### src/rtl/mux_pkg.sv
// mux_pkg: shared types and constants for the N:1 pipelined datapath multiplexer.
package mux_pkg;

    typedef enum logic [1:0] {EMPTY, FULL, FULL_SKID} stage_t;

    localparam int DEFAULT_DATA_WIDTH = 11;

    function automatic int sel_width(input int n);
        return (n < 2) ? 1 : $clog2(n);
    endfunction

endpackage

### src/rtl/skid_buffer.sv
// skid_buffer: output register plus one-entry skid so in_ready never depends on out_ready.
module skid_buffer
    import mux_pkg::*;
#(
    parameter int DATA_WIDTH = DEFAULT_DATA_WIDTH
) (
    input  logic                  clock,
    input  logic                  reset,
    input  logic [DATA_WIDTH-1:0] in_data,
    input  logic                  in_valid,
    output logic                  in_ready,
    output logic [DATA_WIDTH-1:0] out_data,
    output logic                  out_valid,
    input  logic                  out_ready
);

    stage_t state, nxt;
    logic [DATA_WIDTH-1:0] skid_data;
    logic accept, drain, load_out, load_skid;

    assign accept    = in_valid && in_ready;
    assign drain     = out_valid && out_ready;
    assign out_valid = state != EMPTY;
    assign load_out  = (state == EMPTY && accept) || (state == FULL && accept && drain) ||
                       (state == FULL_SKID && drain);
    assign load_skid = state == FULL && accept && !drain;

    always_comb begin
        nxt = state;
        if (state == EMPTY && accept)
            nxt = FULL;
        else if (state == FULL && load_skid)
            nxt = FULL_SKID;
        else if (state == FULL && drain && !accept)
            nxt = EMPTY;
        else if (state == FULL_SKID && drain)
            nxt = FULL;
    end

    // in_ready is a flop of the next state, so it comes up one edge after reset release
    always_ff @(posedge clock or posedge reset) begin
        if (reset) begin
            state     <= EMPTY;
            in_ready  <= 1'b0;
            out_data  <= '0;
            skid_data <= '0;
        end else begin
            state    <= nxt;
            in_ready <= nxt != FULL_SKID;
            if (load_out)
                out_data <= (state == FULL_SKID) ? skid_data : in_data;
            if (load_skid)
                skid_data <= in_data;
        end
    end

endmodule

### src/rtl/mux_nx1_pipe.sv
// mux_nx1_pipe: N:1 select with range trap, sticky error flag and delivered-word counter.
module mux_nx1_pipe
    import mux_pkg::*;
#(
    parameter int DATA_WIDTH = DEFAULT_DATA_WIDTH,
    parameter int NUM_INPUTS = 3,
    parameter int SEL_WIDTH  = sel_width(NUM_INPUTS)
) (
    input  logic                             clock,
    input  logic                             reset,
    input  logic [NUM_INPUTS*DATA_WIDTH-1:0] in_data,
    input  logic [SEL_WIDTH-1:0]             select_nx1,
    input  logic                             in_valid,
    output logic                             in_ready,
    output logic [DATA_WIDTH-1:0]            mux_out,
    output logic                             out_valid,
    input  logic                             out_ready,
    output logic                             sel_error,
    input  logic                             err_clear,
    output logic [7:0]                       xfer_count
);

    logic [DATA_WIDTH-1:0] sel_data;
    logic in_range, bad_xfer;

    assign in_range = 32'(select_nx1) < NUM_INPUTS;
    assign bad_xfer = in_valid && in_ready && !in_range;

    always_comb begin
        sel_data = '0;
        for (int k = 0; k < NUM_INPUTS; k++)
            if (32'(select_nx1) == k)
                sel_data = in_data[k*DATA_WIDTH +: DATA_WIDTH];
    end

    // out-of-range words are still handshaken on the input side but never reach the stage
    skid_buffer #(.DATA_WIDTH(DATA_WIDTH)) u_skid (
        .clock     (clock),
        .reset     (reset),
        .in_data   (sel_data),
        .in_valid  (in_valid && in_range),
        .in_ready  (in_ready),
        .out_data  (mux_out),
        .out_valid (out_valid),
        .out_ready (out_ready)
    );

    always_ff @(posedge clock or posedge reset) begin
        if (reset) begin
            sel_error  <= 1'b0;
            xfer_count <= '0;
        end else begin
            sel_error  <= bad_xfer ? 1'b1 : (err_clear ? 1'b0 : sel_error);
            xfer_count <= xfer_count + 8'(out_valid && out_ready);
        end
    end

endmodule

### config.mk
export PLATFORM = sky130hd
export DESIGN_NAME = mux_nx1_pipe
export DESIGN_NICKNAME = d
export VERILOG_FILES = /design/src/rtl/mux_pkg.sv /design/src/rtl/skid_buffer.sv /design/src/rtl/mux_nx1_pipe.sv
export SDC_FILE = /design/constraint.sdc
export NUM_CORES = 1
export LEC_CHECK = 0
export ABC_AREA = 1
export CORE_AREA = 2 2 68 70
export DETAILED_ROUTE_END_ITERATION = 8
export DIE_AREA = 0 0 70 72
export GPL_TIMING_DRIVEN = 1
export HOLD_SLACK_MARGIN = 0.08
export PLACE_DENSITY = 0.72
export REMOVE_ABC_BUFFERS = 1
export SKIP_LAST_GASP = 1
export SYNTH_ARGS = -nofsm -noshare
export SYNTH_HDL_FRONTEND = slang
export SYNTH_SLANG_ARGS = --single-unit
### constraint.sdc
create_clock -name clock -period 4.4 [get_ports clock]
set_input_delay 1.32 -clock clock [delete_from_list [all_inputs] [get_ports clock]]
set_output_delay 1.32 -clock clock [all_outputs]
set_load 0.01 [all_outputs]
Word-level counts from Yosys, hierarchy flattened
Index checks and enable logic that the tools add are counted.
Storage, ports and cells
  flip-flop bits (word level): 34
  input port bits: 40
  output and inout bits: 22
  word-level logic and storage cells: 45
Cells by class
  add/subtract/negate cells: 1
  order comparisons: 1
  eq/ne operators: 5
  mux-type cells: 10
  reduce and logical (&&, ||, !) cells: 22
Operators with widths (count)
  $mux W11: 4
  $logic_and A1 B1 Y1: 13
  $add A8 B1 Y8: 1
  $mux W2: 4
  $eq A2 B1 Y1 const B: 2
  $eq A2 B2 Y1 const B: 2
  $logic_not A2 Y1: 2
  $reduce_bool A2 Y1: 2
  $logic_not A1 Y1: 3
  $logic_or A1 B1 Y1: 2
  $lt A2 B2 Y1 const B: 1
  $mux W1: 2
  $ne A2 B2 Y1 const B: 1

Logic depth before layout (Yosys ltp)
  word-level depth: 9
  depth in mapped cells: 8
  mapped depth without buffers: 8

Hierarchy
From an unflattened synthesis, not the netlist that was laid out.
Unflattened totals
  cell total of the unflattened synthesis: 241
  area total of the unflattened synthesis: 1793.0 um2
By module, submodules not included
  skid_buffer: instances 1, cells each 142, area an instance 1148.6 um2, seq. area each 625.6 um2
  mux_nx1_pipe: instances 1, cells each 99, area an instance 644.4 um2, seq. area each 225.2 um2

Worst setup path after synthesis
Ideal clock, no wire load.
  path kind: input -> register
  start point: input port out_ready
  end point: register xfer_count[7]
  data arrival time: 2.195 ns
  slack: 2.087 ns
  stages: 8
  path buffers: 0
  cells stage by stage: inv_1 -> nor2_1 -> ha_1 -> nand3_1 -> nor3_1 -> nand3_1 -> nand2_1 -> nand2_1
On the way
  longest elaborated chain between the ends: 2
RTL lines
  start, declared: RTL line mux_nx1_pipe.sv:17  | input logic out_ready,
  $logic_and A1 B1 Y1: RTL line mux_nx1_pipe.sv:54  | xfer_count <= xfer_count + 8'(out_valid && out_ready);
  $add A8 B1 Y8: RTL line mux_nx1_pipe.sv:54
  end signal, assigned: RTL line mux_nx1_pipe.sv:54
  end, declared: RTL line mux_nx1_pipe.sv:20  | output logic [7:0] xfer_count
Every way passes these cells.
A chain may end at the register's enable or synchronous reset.

Worst setup path after layout
  start point: input port select_nx1[1]
  end point: register u_skid.out_data[8]
On the way
  longest elaborated chain between the ends: 7
  elaborated cells between the ends (all ways): 15
  those cells by class: order compare (1); eq/ne (2); mux (4); reduce/logical (8)
RTL lines
  start, declared: RTL line mux_nx1_pipe.sv:12  | input logic [SEL_WIDTH-1:0] select_nx1,
  $lt A2 B2 Y1: RTL line mux_nx1_pipe.sv:26  | assign in_range = 32'(select_nx1) < NUM_INPUTS;
  $logic_and A1 B1 Y1: RTL line mux_nx1_pipe.sv:41  | .in_valid (in_valid && in_range),
  $logic_and A1 B1 Y1: RTL line skid_buffer.sv:21  | assign accept = in_valid && in_ready;
  $logic_and A1 B1 Y1 (2 in series): RTL line skid_buffer.sv:24  | assign load_out = (state == EMPTY && accept) || (state == FULL && accept && drain) ||
  $logic_or A1 B1 Y1 (2 in series): RTL line skid_buffer.sv:24
  end signal, assigned: RTL line skid_buffer.sv:51  | out_data <= (state == FULL_SKID) ? skid_data : in_data;
  end, declared: RTL line skid_buffer.sv:12  | output logic [DATA_WIDTH-1:0] out_data,
Parallel ways exist; a longest one is shown, timed or not.

==> results.toml <==
[outcome]
status = "finished, final reports clean"

[critical_path]
cp_slowest_cell = "clkdlybuf4s50_1"
max_stage_delay_ns = 0.75
worstPathMaxFanout = 14
path_delay_family = "simple AND/OR/NAND/NOR gates"
path_buf_inv = 2
cp.required_ns = 4.58
start_kind = "input port"
arrival_ns = 3.07
path_cells = "clkdlybuf4s50_1, nand2_2, inv_2, nor2_4, nand2_2, nand3_2, nand2_1, nand2_1"
cp-end-kind = "flop"
path_class = "in -> reg"

[placement]
io_buffers = 61
hpwlAfterDp_mm = 3.20
place.gp.congestion = 0.767
post-place-ws_ns = 1.21

[run]
cap_violations = 0

[logic_synthesis]
netlist_top_cells_area = "dfrtp_1 47%, nand2_1 22%, nand3_1 10%, nand4_1 4.1%, buf_2 2.5%"
seq_area_frac_synth_pct = 46.7
yosys_warnings = 0
syn_area_mm2 = 0.00182
synth_cells = 243
yosysTopAreaCell = "dfrtp_1"
synth.avg_cell_area_um2 = 7.50
synth_cell_types = 21
ys_ff_latch = 34
synth_top_area_share_pct = 46.7

[timing]
slew_violations = 0
worst_clock_skew_ns = 0.00381
setup_tns_ns = 0
max-slew-margin-rel_pct = 60.2
rsz0062_at_grt = "false"
final_hold_viol_count = 0
fin_crit_sh_pct = 65.7
setup_viol = 0
fin_hold_ws_ns = 0.481
worstMarginPinSlew_ns = 0.594
fin_crit_ns = 2.89
setup_ws_ns = 1.51
fmax_ghz = 0.346

[power_and_ir_drop]
seqPwrFrac_pct = 40.3
combinationalPowerShare_pct = 43.2
switching_power_mw = 0.490
p_total_mw = 1.32
p_leak_nw = 1.26
p_int_mw = 0.834
swShare_pct = 37.0
peakVddDrop_uv = 176
clkPwrFrac_pct = 16.5
power.density_mw_per_mm2 = 529

[clock_network]
cts_resized = 0
cts-root-buf = "clkbuf_8"
clk_latency_ns = 0.29
cts_tree = "done"
numCtsBuffers = 5
cts_hold_buf = 0
cts_setup_buffers = 0
cts_buffer_depth = 2
clk_pin_slew_ns = 0.06
h-tree-depth = 2
cts.sinks = 34

[detailed_routing]
drt_wl_total_mm = 4.24
wl_met3_um = 333
firstDrtPassIters = 4
wl_met2_mm = 1.88
vias_per_cell = 4.92
ant_nets = 0
wl_per_cell_um = 12.1
post-route-drc-count = 0
drtIter0Drc = 72
top_layer = "met4"
met1_length_mm = 1.96
vias = 1728

[floorplanning]
fp.coreArea_mm2 = 0.00426
start_util_pct = 42.7
die_w_um = 70
die_h_um = 72
num_rows = 24
design.die.area_mm2 = 0.00504
ios = 62

[final_layout]
final-seq-area_um2 = 851
diodes = 0
multiInputGateArea_um2 = 836
fill_cells = 402
drive_gt1_share_pct = 5.02
area_growth_syn_to_layout_pct = 37.4
final_nets = 341

[global_routing]
track_usage_pct = 18.7
grt_start_max_net_pins = 35
grt_pass1_wl_mm = 7.54
overflow = 0
antenna_found_initial = 0
grt_pass1_vias = 1682

[min_path]
hp-class = "reg -> reg"
-- power by group through the flow --
| stage | Clock, mW | Combinational (mW) | Sequential [mW] |
|---|---|---|---|
| floorplan | 0 | 0.272 | 0.560 |
| global placement | 0 | 0.564 | 0.535 |
| detailed placement | 0 | 0.576 | 0.537 |
| CTS | 0.221 | 0.580 | 0.533 |
| global route | 0.240 | 0.640 | 0.552 |
| finish | 0.218 | 0.572 | 0.533 |
-- final cells by class --
cell class | count | share of cell area, %
inverters | 15 | 2.25
clock buffers | 7 | 3.05
well taps | 52 | 2.60
flip-flops and latches | 34 | 34.0
multi-input cells | 181 | 33.4
repair buffers | 62 | 24.7
-- flip-flops by register name, indices dropped and copies added, names as in the netlist --
register and flops:
u_skid.in_ready 1, u_skid.state 2, xfer_count 8, u_skid.out_data 11, sel_error 1, u_skid.skid_data 11
-- synthesized netlist by cell type --
master and n:
nand2_4 1, nand3_1 37, buf_2 9, xor2_1 4
nand2_2 3, nand2_1 108, buf_4 3, inv_2 3
o22ai_1 1, buf_6 1, nor3_1 1, ha_1 2
nor2_1 7, nand4_1 12, inv_1 12, o21ai_0 1
nand3_2 1, o211ai_1 1, xnor2_1 1, nor2_4 1
dfrtp_1 34
-- final timing paths --
check                                                     start                         endpoint  slack, ns  depth (start not counted)
worst max-delay path                              select_nx1[1]   u_skid.out_data[8]$_DFFE_PP0P_       1.51                          8
worst min register to register  u_skid.skid_data[7]$_DFFE_PP0N_  u_skid.skid_data[7]$_DFFE_PP0N_       0.48                          2
min in group asynchronous                                 reset   u_skid.out_data[6]$_DFFE_PP0P_       1.43                          3
max in group asynchronous                                 reset  u_skid.skid_data[7]$_DFFE_PP0N_       2.67                          3
worst max register to register        u_skid.state[0]$_DFF_PP0_   u_skid.out_data[8]$_DFFE_PP0P_       2.67                          7
worst min-delay path            u_skid.skid_data[7]$_DFFE_PP0N_  u_skid.skid_data[7]$_DFFE_PP0N_       0.48                          2
-- worst register-to-register path, stage by stage, from the launching register on --
cell	delay, ns
dfrtp_1	0.39
inv_1	0.06
nand2_1	0.34
nor2_1	0.15
inv_2	0.21
nand3_2	0.25
nand2_1	0.16
nand2_1	0.05
-- cells by family (layout without fill, tap and decap cells) --
logic type               count (synthesis)  after routing  synth area share, %
AO/OA/AOI/OAI                            3              3                 1.03
XOR/XNOR                                 5              5                 2.40
adder cells (fa/ha/maj)                  2              2                 1.37
buffers and inverters                   28             84                 7.42
flip-flops                              34             34                 46.7
AND/OR/NAND/NOR                        171            171                 41.1
-- stage by stage --
| step | cells | instance area, um2 | util, % |
|---|---|---|---|
| 3_3_place_gp | 344 | 2430 | 56.9 |
| 3_5_place_dp | 344 | 2430 | 56.9 |
| 5_1_grt | 351 | 2500 | 58.7 |
| 4_1_cts | 351 | 2500 | 58.7 |
| 2_1_floorplan | 230 | 1740 | - |
| 6_report | 351 | 2500 | 58.7 |
-- per-layer routing --
metal  global-route usage, %  vias up
met5                       0        -
met4                    6.41        0
met3                    6.39        6
met2                    28.8       70
met1                    24.9      765
li1                        -      887
-- cell usage in the layout, fill, tap and decap left out --
cell             count
nor2_4               1
buf_4                1
nand3_1             37
nand2_1            108
xor2_1               4
nand3_2              1
dfrtp_1             34
nor3_1               1
nor2_1               7
o21ai_0              1
inv_1               12
clkbuf_8             5
o22ai_1              1
xnor2_1              1
clkdlybuf4s50_1     61
nand2_4              1
ha_1                 2
nand2_2              3
o211ai_1             1
nand4_1             12
clkbuf_1             2
inv_2                3
Power figures use the tool's default switching activity.
